File: config.mk
export PLATFORM = sky130hd
export DESIGN_NAME = clock_set_ctrl
export DESIGN_NICKNAME = d
export VERILOG_FILES = /design/src/rtl/clock_pkg.sv /design/src/rtl/btn_debounce.sv /design/src/rtl/clock_set_ctrl.sv
export SDC_FILE = /design/constraint.sdc
export NUM_CORES = 1
export LEC_CHECK = 0
export CORE_MARGIN = 2
export CORE_UTILIZATION = 50
export DETAILED_ROUTE_END_ITERATION = 8
export DONT_BUFFER_PORTS = 1
export GPL_ROUTABILITY_DRIVEN = 0
export GPL_TIMING_DRIVEN = 0
export PLACE_DENSITY = 0.73
export RECOVER_POWER = 100
export SLEW_MARGIN = 10
export SYNTH_ARGS = -nofsm -noshare
export SYNTH_HDL_FRONTEND = slang
export SYNTH_HIERARCHICAL = 1
export SYNTH_SLANG_ARGS = --single-unit
export TNS_END_PERCENT = 20
File: constraint.sdc
create_clock -name clk -period 1.9 [get_ports clk]
set_input_delay 0.095 -clock clk [delete_from_list [all_inputs] [get_ports clk]]
set_output_delay 0.095 -clock clk [all_outputs]
set_load 0.05 [all_outputs]
File: src/rtl/clock_pkg.sv
// Shared types and constants for the clock mode/time-set controller.
// Mode encoding, FSM states and the digit groups used by the blink mask.
package clock_pkg;

    localparam logic [1:0] MODE_RUN     = 2'd0;
    localparam logic [1:0] MODE_SET_HR  = 2'd1;
    localparam logic [1:0] MODE_SET_MIN = 2'd2;

    typedef enum logic [1:0] {
        RUN     = MODE_RUN,
        SET_HR  = MODE_SET_HR,
        SET_MIN = MODE_SET_MIN
    } state_t;

    // Digit-enable groups on the 8-digit scan bus; [7:6] are unused digits.
    localparam logic [7:0] HR_DIGITS  = 8'h30;
    localparam logic [7:0] MIN_DIGITS = 8'h0C;
    localparam logic [7:0] SEC_DIGITS = 8'h03;

    // Only the field being edited blinks, and only in its dark phase.
    function automatic logic [7:0] blank_for(state_t s, logic phase);
        logic [7:0] m;
        m = 8'h00;
        if (!phase) begin
            if (s == SET_HR)  m = HR_DIGITS;
            if (s == SET_MIN) m = MIN_DIGITS;
        end
        return m;
    endfunction

endpackage

File: src/rtl/btn_debounce.sv
// Button conditioner: 2-FF synchronizer, stability counter, one-cycle press strobe.
// The accepted level only flips after DEBOUNCE_CYC consecutive cycles of disagreement.
module btn_debounce #(
    parameter int DEBOUNCE_CYC = 100000
) (
    input  logic clk,
    input  logic reset,
    input  logic btn,
    output logic level,
    output logic press
);
    localparam int CW = $clog2(DEBOUNCE_CYC);

    logic          s1, s2;
    logic [CW-1:0] cnt;

    always_ff @(posedge clk or posedge reset) begin
        if (reset) begin
            s1    <= 1'b0;
            s2    <= 1'b0;
            cnt   <= '0;
            level <= 1'b0;
            press <= 1'b0;
        end else begin
            s1    <= btn;
            s2    <= s1;
            press <= 1'b0;
            if (s2 == level) begin
                cnt <= '0;
            end else if (cnt == CW'(DEBOUNCE_CYC - 1)) begin
                level <= s2;
                cnt   <= '0;
                press <= s2;
            end else begin
                cnt <= cnt + CW'(1);
            end
        end
    end

endmodule

File: src/rtl/clock_set_ctrl.sv
// Mode/time-set controller for the 12-hour clock: debounced MODE/INC buttons,
// RUN -> SET_HR -> SET_MIN -> RUN sequencing, INC auto-repeat, timeout and blink mask.
module clock_set_ctrl
    import clock_pkg::*;
#(
    parameter int DEBOUNCE_CYC  = 100000,
    parameter int HOLD_CYC      = 5000000,
    parameter int REPEAT_CYC    = 1000000,
    parameter int TIMEOUT_TICKS = 20
) (
    input  logic       clk,
    input  logic       reset,
    input  logic       blink_tick,
    input  logic       btn_mode,
    input  logic       btn_inc,
    output logic       run_en,
    output logic       inc_hr,
    output logic       inc_min,
    output logic       clr_sec,
    output logic [7:0] blank_mask,
    output logic [1:0] mode
);
    localparam int RMAX = (HOLD_CYC > REPEAT_CYC) ? HOLD_CYC : REPEAT_CYC;
    localparam int RW   = $clog2(RMAX) + 1;
    localparam int TW   = $clog2(TIMEOUT_TICKS + 1);

    logic mode_press, mode_level_unused;
    logic inc_press, inc_level;

    btn_debounce #(.DEBOUNCE_CYC(DEBOUNCE_CYC)) u_mode_db (
        .clk   (clk),
        .reset (reset),
        .btn   (btn_mode),
        .level (mode_level_unused),
        .press (mode_press)
    );

    btn_debounce #(.DEBOUNCE_CYC(DEBOUNCE_CYC)) u_inc_db (
        .clk   (clk),
        .reset (reset),
        .btn   (btn_inc),
        .level (inc_level),
        .press (inc_press)
    );

    // Auto-repeat: first strobe HOLD_CYC after the press, then every REPEAT_CYC.
    logic [RW-1:0] rep_cnt;
    logic          rep_armed, rep_first, inc_rep;

    always_ff @(posedge clk or posedge reset) begin
        if (reset) begin
            rep_cnt   <= '0;
            rep_armed <= 1'b0;
            rep_first <= 1'b0;
            inc_rep   <= 1'b0;
        end else begin
            inc_rep <= 1'b0;
            if (inc_press) begin
                rep_armed <= 1'b1;
                rep_first <= 1'b1;
                rep_cnt   <= RW'(1);
            end else if (!inc_level) begin
                rep_armed <= 1'b0;
            end else if (rep_armed) begin
                if (rep_cnt == (rep_first ? RW'(HOLD_CYC - 1) : RW'(REPEAT_CYC - 1))) begin
                    inc_rep   <= 1'b1;
                    rep_cnt   <= '0;
                    rep_first <= 1'b0;
                end else begin
                    rep_cnt <= rep_cnt + RW'(1);
                end
            end
        end
    end

    logic inc_ev;
    assign inc_ev = inc_press | inc_rep;

    state_t        state;
    logic          phase;
    logic [TW-1:0] tmo;

    // MODE is tested first so a coincident INC (press or repeat) is dropped.
    always_ff @(posedge clk or posedge reset) begin
        if (reset) begin
            state   <= RUN;
            phase   <= 1'b1;
            tmo     <= '0;
            inc_hr  <= 1'b0;
            inc_min <= 1'b0;
            clr_sec <= 1'b0;
        end else begin
            inc_hr  <= 1'b0;
            inc_min <= 1'b0;
            clr_sec <= 1'b0;
            unique case (state)
                RUN: begin
                    if (mode_press) begin
                        state <= SET_HR;
                        phase <= 1'b1;
                        tmo   <= '0;
                    end
                end
                SET_HR, SET_MIN: begin
                    if (mode_press) begin
                        phase <= 1'b1;
                        tmo   <= '0;
                        if (state == SET_HR) begin
                            state <= SET_MIN;
                        end else begin
                            state   <= RUN;
                            clr_sec <= 1'b1;
                        end
                    end else if (inc_ev) begin
                        inc_hr  <= (state == SET_HR);
                        inc_min <= (state == SET_MIN);
                        tmo     <= '0;
                        phase   <= 1'b1;
                    end else if (blink_tick) begin
                        if (tmo >= TW'(TIMEOUT_TICKS - 1)) begin
                            state   <= RUN;
                            clr_sec <= 1'b1;
                            phase   <= 1'b1;
                            tmo     <= TW'(TIMEOUT_TICKS);
                        end else begin
                            tmo   <= tmo + TW'(1);
                            phase <= ~phase;
                        end
                    end
                end
                default: state <= RUN;
            endcase
        end
    end

    assign run_en     = (state == RUN);
    assign mode       = state;
    assign blank_mask = blank_for(state, phase);

endmodule

======== Word level (Yosys, flattened, before mapping) ========
Cells that the tools add are included.
storage, ports and cells
  flip-flop bits (word level) ............. 80
  bits of input ports ..................... 5
  output and inout port bits .............. 14
  logic and storage cells ................. 111
cells by class
  add/subtract/negate cells ............... 4
  $lt $le $gt $ge ......................... 1
  equal/unequal tests ..................... 13
  mux-type cells .......................... 57
  bitwise logic cells ..................... 4
  reductions and logical operators ........ 12
operators with widths
  kind                     count
  $mux W24                 4
  $mux W17                 4
  $add A17 B1 Y17 const B  2
  $eq A17 B17 Y1 const B   2
  $mux W1                  31
  $mux W5                  5
  $add A24 B1 Y24 const B  1
  $eq A24 B23 Y1           1
  $mux W23                 1
  $mux W8                  2
  $mux W2                  6
  $pmux W5 S2              1
  $ne A3 B2 Y1 const B     3
  $reduce_bool A2 Y1       4
  $mux W6                  1
  $reduce_and A2 Y1        3
  $reduce_and A3 Y1        2
  $add A5 B1 Y5 const B    1
  $ge A5 B5 Y1 const B     1
  $ne A4 B3 Y1 const B     1
  $pmux W2 S2              1
  $reduce_and A4 Y1        1
  $not A1 Y1               3
  $eq A1 B1 Y1             2
  other kinds (8)          8

======== Longest topological paths before layout ========
  word-level depth ........................ 6
  depth in mapped cells ................... 7
  depth with buffers taken out ............ 6

======== Modules after synthesis ========
Netlist, hierarchy kept.
by module, submodules not included
  module          instances  cells an instance  area an instance (um^2)  sequential area each (um^2)
  clock_set_ctrl  1          246                2,334.7                  952.2
  btn_debounce    2          94                 1,029.7                  525.5

======== Least setup slack after synthesis ========
No wires, ideal clock.
  path type ............................... register to register
  start ................................... reg state[0] (netlist: mode[0])
  end ..................................... reg tmo[4]
  setup time .............................. 0.121 ns
  arrival ................................. 2.028 ns
  slack ................................... -0.249 ns
  cell stages (with the launch flop) ...... 7
  buffers on the path ..................... 0
  period minus slack after synthesis ...... 2.149 ns
  cell sequence ........................... dfrtp_1 inv_1 ha_1 nor4b_2 a221o_1 nor2_1 o22a_1
between the ends
  word-level cells in the longest chain between the ends .. 4
RTL lines
  what                                                                 line                   RTL
  start, declared                                                      clock_set_ctrl.sv:79   state_t state;
  start signal, assigned                                               clock_set_ctrl.sv:86   state <= RUN;
  start signal, assigned                                               clock_set_ctrl.sv:99   state <= SET_HR;
  start signal, assigned                                               clock_set_ctrl.sv:109  state <= SET_MIN;
  $eq A2 B1 Y1 / $eq A2 B2 Y1 (equally long branches)                  clock_set_ctrl.sv:96   unique case (state)
  $reduce_or A2 Y1                                                     clock_set_ctrl.sv:96
  $ne A4 B3 Y1 (no line) / $reduce_bool A2 Y1 (equally long branches)  n/a
  $reduce_and A3 Y1 (no line)                                          n/a
  end signal, assigned                                                 clock_set_ctrl.sv:124  tmo <= TW'(TIMEOUT_TICKS);
  end signal, assigned                                                 clock_set_ctrl.sv:126  tmo <= tmo + TW'(1);
  end, declared                                                        clock_set_ctrl.sv:81   logic [TW-1:0] tmo;
Parallel ways exist; a longest one is shown, timed or not.
A chain may end at the register's enable or synchronous reset.

======== Worst setup path in the final report ========
  start ................................... reg rep_cnt[15]
  end ..................................... reg rep_cnt[18]
between the ends
  word-level cells in the longest chain between the ends .. 5
RTL lines
  what                                                      line                                        RTL
  start, declared                                           clock_set_ctrl.sv:47                        logic [RW-1:0] rep_cnt;
  start signal, assigned                                    clock_set_ctrl.sv:70                        rep_cnt <= rep_cnt + RW'(1);
  $add A24 B1 Y24 / $eq A24 B23 Y1 (equally long branches)  clock_set_ctrl.sv:70, clock_set_ctrl.sv:65
  $mux W24 *                                                clock_set_ctrl.sv:65                        if (rep_cnt == (rep_first ? RW'(HOLD_CYC - 1) : RW'(REPEAT_CYC - 1))) begin
  $mux W24 *                                                clock_set_ctrl.sv:64                        end else if (rep_armed) begin
  $mux W24 *                                                clock_set_ctrl.sv:62                        end else if (!inc_level) begin
  $mux W24 *                                                clock_set_ctrl.sv:58                        if (inc_press) begin
Mark *: on every way between the ends. The rest lies on a longest branch, timed or not. The select of a mux whose other input is x is not followed.

==> results_tabular.tex <==
\begin{tabular}{lr}
\hline
Metric & Value \\
\hline
\multicolumn{2}{l}{\textbf{Finish}} \\
Total area of multi-input combinational cells & 0.00221 mm\^{}2 \\
Synthesis-to-layout area growth & 11.9\% \\
Filler cell count & between 700 and 800 \\
Share of layout cells above drive strength 1 & around 17\% \\
Nets@finish & between 400 and 500 \\
Number of antenna diodes & 0 \\
Register area & 0.00201 mm\^{}2 \\
Cell area after layout & roughly 0.0049 mm\^{}2 \\
\multicolumn{2}{l}{\textbf{Yosys}} \\
Most area-hungry cell type in the Yosys netlist & dfrtp\_1 \\
Xor/xnor cell area share of the yosys netlist & roughly 7.4\% \\
Unique masters post-synth & just under 60 \\
Number of flip-flops and latches in the synthesized netlist & 80 \\
Compound-gate portion of the synthesized area & 8.91\% \\
Biggest area contributors in the synthesized netlist & dfrtp\_1 45\%, xnor2\_1 4.4\%, nand3\_1 3.4\%, nor2\_1 3.3\%, xor2\_1 3.0\% \\
Sequential fraction of the synthesis area & 45.6\% \\
Mean post-synth cell area & 10.1 um\^{}2 \\
Flip-flop cell with the highest count after synthesis & dfrtp\_1 \\
Multiplexer area fraction after synthesis & about 1.2\% \\
Simple-Gate Fraction of Synth Area & around 29\% \\
Synthesized-area fraction occupied by adder cells & 2.56\% \\
Post-synth EDFFs & 0 \\
Yosys top cell area share & approximately 45\% \\
Dominant combinational cell family by area after synthesis & simple AND/OR/NAND/NOR gates \\
Number of warnings issued by yosys & 6 \\
Combined area of all synthesized cells & around 0.0044 mm\^{}2 \\
FFs w/ async S/R, synth & 100\% \\
Count of mapped cells out of synthesis & 434 \\
\multicolumn{2}{l}{\textbf{Clock network}} \\
\# H-tree levels & 3 \\
Deepest clock path buffer count & 2 \\
Clock latency on the worst-skew pair & approximately 0.35 ns \\
Clock root buffer master & clkbuf\_8 \\
Number of clock sinks & 80 \\
CTS tree & yes \\
Clk pin slew, worst setup/hold paths & about 0.090 ns \\
Clock buffer count from CTS & 9 \\
\multicolumn{2}{l}{\textbf{Global route}} \\
Largest net degree at the start of global routing & 26 \\
Via count of the first global-routing pass & around 3300 \\
Total grt overflow & 0 \\
Aggregate global-route resource usage & 19.1\% \\
Antenna violations before repair & 0 \\
First-pass GRT wire length & 15200 um \\
\multicolumn{2}{l}{\textbf{Routing}} \\
Wire length per cell after detailed routing & 15.4 um \\
Via-per-instance ratio & a little under 6 \\
Count of nets left with antenna violations after detail routing & 0 \\
Number of design rule violations left after detail routing & 0 \\
DRC marker count from the first detailed-route iteration & between 150 and 200 \\
Router iterations before antenna repair & 4 \\
Via count of the routed design & 3348 \\
Total detailed-routing wirelength & between 8000 and 9000 um \\
\multicolumn{2}{l}{\textbf{Place}} \\
Post-DP HPWL & roughly 6000 um \\
Cell area after placement & approximately 0.0046 mm\^{}2 \\
Port bufs & 0 \\
\multicolumn{2}{l}{\textbf{Timing}} \\
Highest clock frequency the design can meet & around 0.53 GHz \\
Period utilisation layout & slightly below 100\% \\
Unrepaired setup endpoints after global routing & true \\
Final setup vio count & 0 \\
Maximum clock skew at final layout & 0.00748 ns \\
Number of endpoints with negative hold slack in the final report & 0 \\
Pins over their slew limit & 0 \\
Slew of the pin with the lowest slew margin & slightly below 0.8 ns \\
Shortest period the worst path allows & 1.89 ns \\
Tightest slew margin relative to the limit & between 40\% and 50\% \\
\multicolumn{2}{l}{\textbf{Outcome}} \\
Outcome & finished clean \\
\multicolumn{2}{l}{\textbf{Flow run}} \\
Maxcap violations & 0 \\
\multicolumn{2}{l}{\textbf{Floorplanning}} \\
Number of cell rows & 34 \\
CORE AREA & around 0.0086 mm\^{}2 \\
Height of the die & 97.7 um \\
Effective utilization at floorplan & between 50\% and 60\% \\
Horizontal die dimension & around 98 um \\
I/O pins & 19 \\
Total Die Area & between 0.009 and 0.01 mm\^{}2 \\
\multicolumn{2}{l}{\textbf{Worst setup path}} \\
CP top delay family & simple AND/OR/NAND/NOR gates \\
Worst path required time & 2.14 ns \\
Arrival time of the worst setup path & between 2 and 2.5 ns \\
Critical Setup Path Class & reg -> reg \\
Launching element type of the critical path & flip-flop \\
Max Fanout on Critical Path & 7 \\
Crit end category & flip-flop \\
Critical path, cell by cell & nor4b\_1, nand4\_1, o41ai\_4, buf\_4, a21oi\_1 \\
Highest cell delay on the worst timing path & 0.45 ns \\
Worst r2r src & rep\_cnt[15]\$\_DFFE\_PP0P\_ \\
Number of buffer and inverter instances along the worst setup path & 1 \\
Cell with the biggest individual delay on the critical path & dfrtp\_1 \\
Critical Path Source & rep\_cnt[15]\$\_DFFE\_PP0P\_ \\
\multicolumn{2}{l}{\textbf{Worst hold path}} \\
Hold WC Path Type & in -> reg \\
Hold\_sp & blink\_tick \\
\multicolumn{2}{l}{\textbf{Power}} \\
Post-route total power & between 0.003 and 0.004 W \\
Leak & 2.08 nW \\
VDD IR max & approximately 0.43 mV \\
Total power per unit cell area & between 700 and 800 mW/mm\^{}2 \\
\hline
\end{tabular}
worst paths after layout:
kind	end	slack, ns	cells after the start
max	rep_cnt[18]$_DFFE_PP0P_	0.01	5
min	phase$_DFFE_PP1P_	0.01	2
max reg2reg	rep_cnt[18]$_DFFE_PP0P_	0.01	5
min reg2reg	u_mode_db/s2$_DFF_PP0_	0.36	0
max in group asynchronous	mode[1]$_DFFE_PP0P_	0.55	3
min in group asynchronous	rep_cnt[19]$_DFFE_PP0P_	0.30	2
layer usage:
metal | GRT usage [%] | wire length (um)
met1 | 26.1 | 4170
met2 | 30.7 | 4220
met3 | 3.29 | 303
met4 | 7.26 | 93
met5 | 0 | 0
kinds of logic (layout without fill, tap and decap cells):
logic type      count (synthesis)  in the layout
xor+xnor                       37             37
compound gates                 59             59
buf+inv                        39             65
mux                             5              5
simple gates                  204            204
flops                          80             80
fa+ha+maj                       9              9
other cells                     1              4
metrics by stage:
stage | cells | setup slack, ns | setup TNS, ns | hold slack [ns] | utilization (%)
detailed placement | 546 | -0.309 | -2.30 | -0.0324 | 52.9
floorplan | 437 | -0.0742 | -0.258 | 0.0715 | -
global placement | 545 | -0.273 | -1.70 | 0.126 | 52.6
CTS | 568 | -0.00643 | -0.0106 | 0.00149 | 56.6
global route | 571 | -0.0758 | -0.566 | 0.0132 | 56.9
finish | 571 | 0.0141 | 0 | 0.0132 | 56.9
synth_stat cells (3+ instances only):
master    instances
nand3_1          30
xnor2_1          22
o211ai_1          4
nand4_1          17
nor3b_1           3
a21oi_1          19
xor2_1           15
and3_1            5
and2_1            7
mux2i_1           3
clkbuf_1          5
or4_1            10
o31ai_1          13
o21ai_0           6
nand2_1          24
inv_1            10
dfrtp_1          79
nand4_4           4
buf_2             6
buf_6             7
and4_1            8
nor4bb_1          3
a31oi_1           4
nor4_1           14
buf_4             9
nor3_1            8
nor2_2            8
nor2_1           39
ha_1              9
nor4b_2           3
cell type report:
type | count | area share (%)
Tap cell | 108 | 2.75
Sequential cell | 80 | 40.8
Inverter | 12 | 0.967
Clock buffer | 11 | 2.88
Buffer | 27 | 4.68
Multi-Input combinational cell | 318 | 45.0
Clock inverter | 5 | 1.32
Timing Repair Buffer | 10 | 1.60
placed cells by master (no fill, tap or decap), types with 3 or more instances in the layout:
cell,n
dlygate4sd3_1,4
o211ai_1,4
nor4bb_1,3
nor3b_1,3
nor2_2,3
clkinv_4,3
o31ai_1,13
inv_2,3
conb_1,4
nand4_4,4
a21oi_1,18
and4_1,7
a31oi_1,4
and2_1,6
dfrtp_2,3
buf_6,11
nand2_1,24
dfrtp_1,76
clkbuf_8,11
mux2i_1,3
inv_1,8
nor3_1,8
xnor2_1,22
ha_1,7
buf_4,12
xor2_1,15
nor2_1,44
o21ai_0,7
or4_1,10
and3_1,5
nand4_1,19
clkbuf_1,6
nand3_1,30
nor4_1,14
timing repair:
item | in CTS | in global routing
cloned | 0 | 1
hold buffers | 4 | 0
gates resized for setup | 18 | 15
setup buffers | 2 | 2
endpoints found under the setup margin | 24 | 25
pin swaps | 1 | 4
hold endpoints to repair | 83 | 0
power breakdown:
part | leakage, nW | total [W] | internal [W] | switching [W]
Sequential | 1.09 | 0.00184 | 0.00175 | 0.0000875
Clock | 0.104 | 0.00130 | 0.000656 | 0.000643
Combinational | 0.882 | 0.000358 | 0.000145 | 0.000213
sequential cells by signal, indices dropped and copies added (netlist names):
name / flops
rep_cnt: 24
u_inc_db/cnt: 17
inc_min: 1
mode: 2
phase: 1
rep_armed: 1
u_mode_db/s1: 1
rep_first: 1
u_inc_db/s1: 1
u_inc_db/s2: 1
tmo: 5
inc_rep: 1
u_inc_db/level: 1
inc_hr: 1
clr_sec: 1
u_inc_db/press: 1
u_mode_db/level: 1
u_mode_db/cnt: 17
u_mode_db/s2: 1
u_mode_db/press: 1
Note: power is estimated with default switching activity, not from simulation.
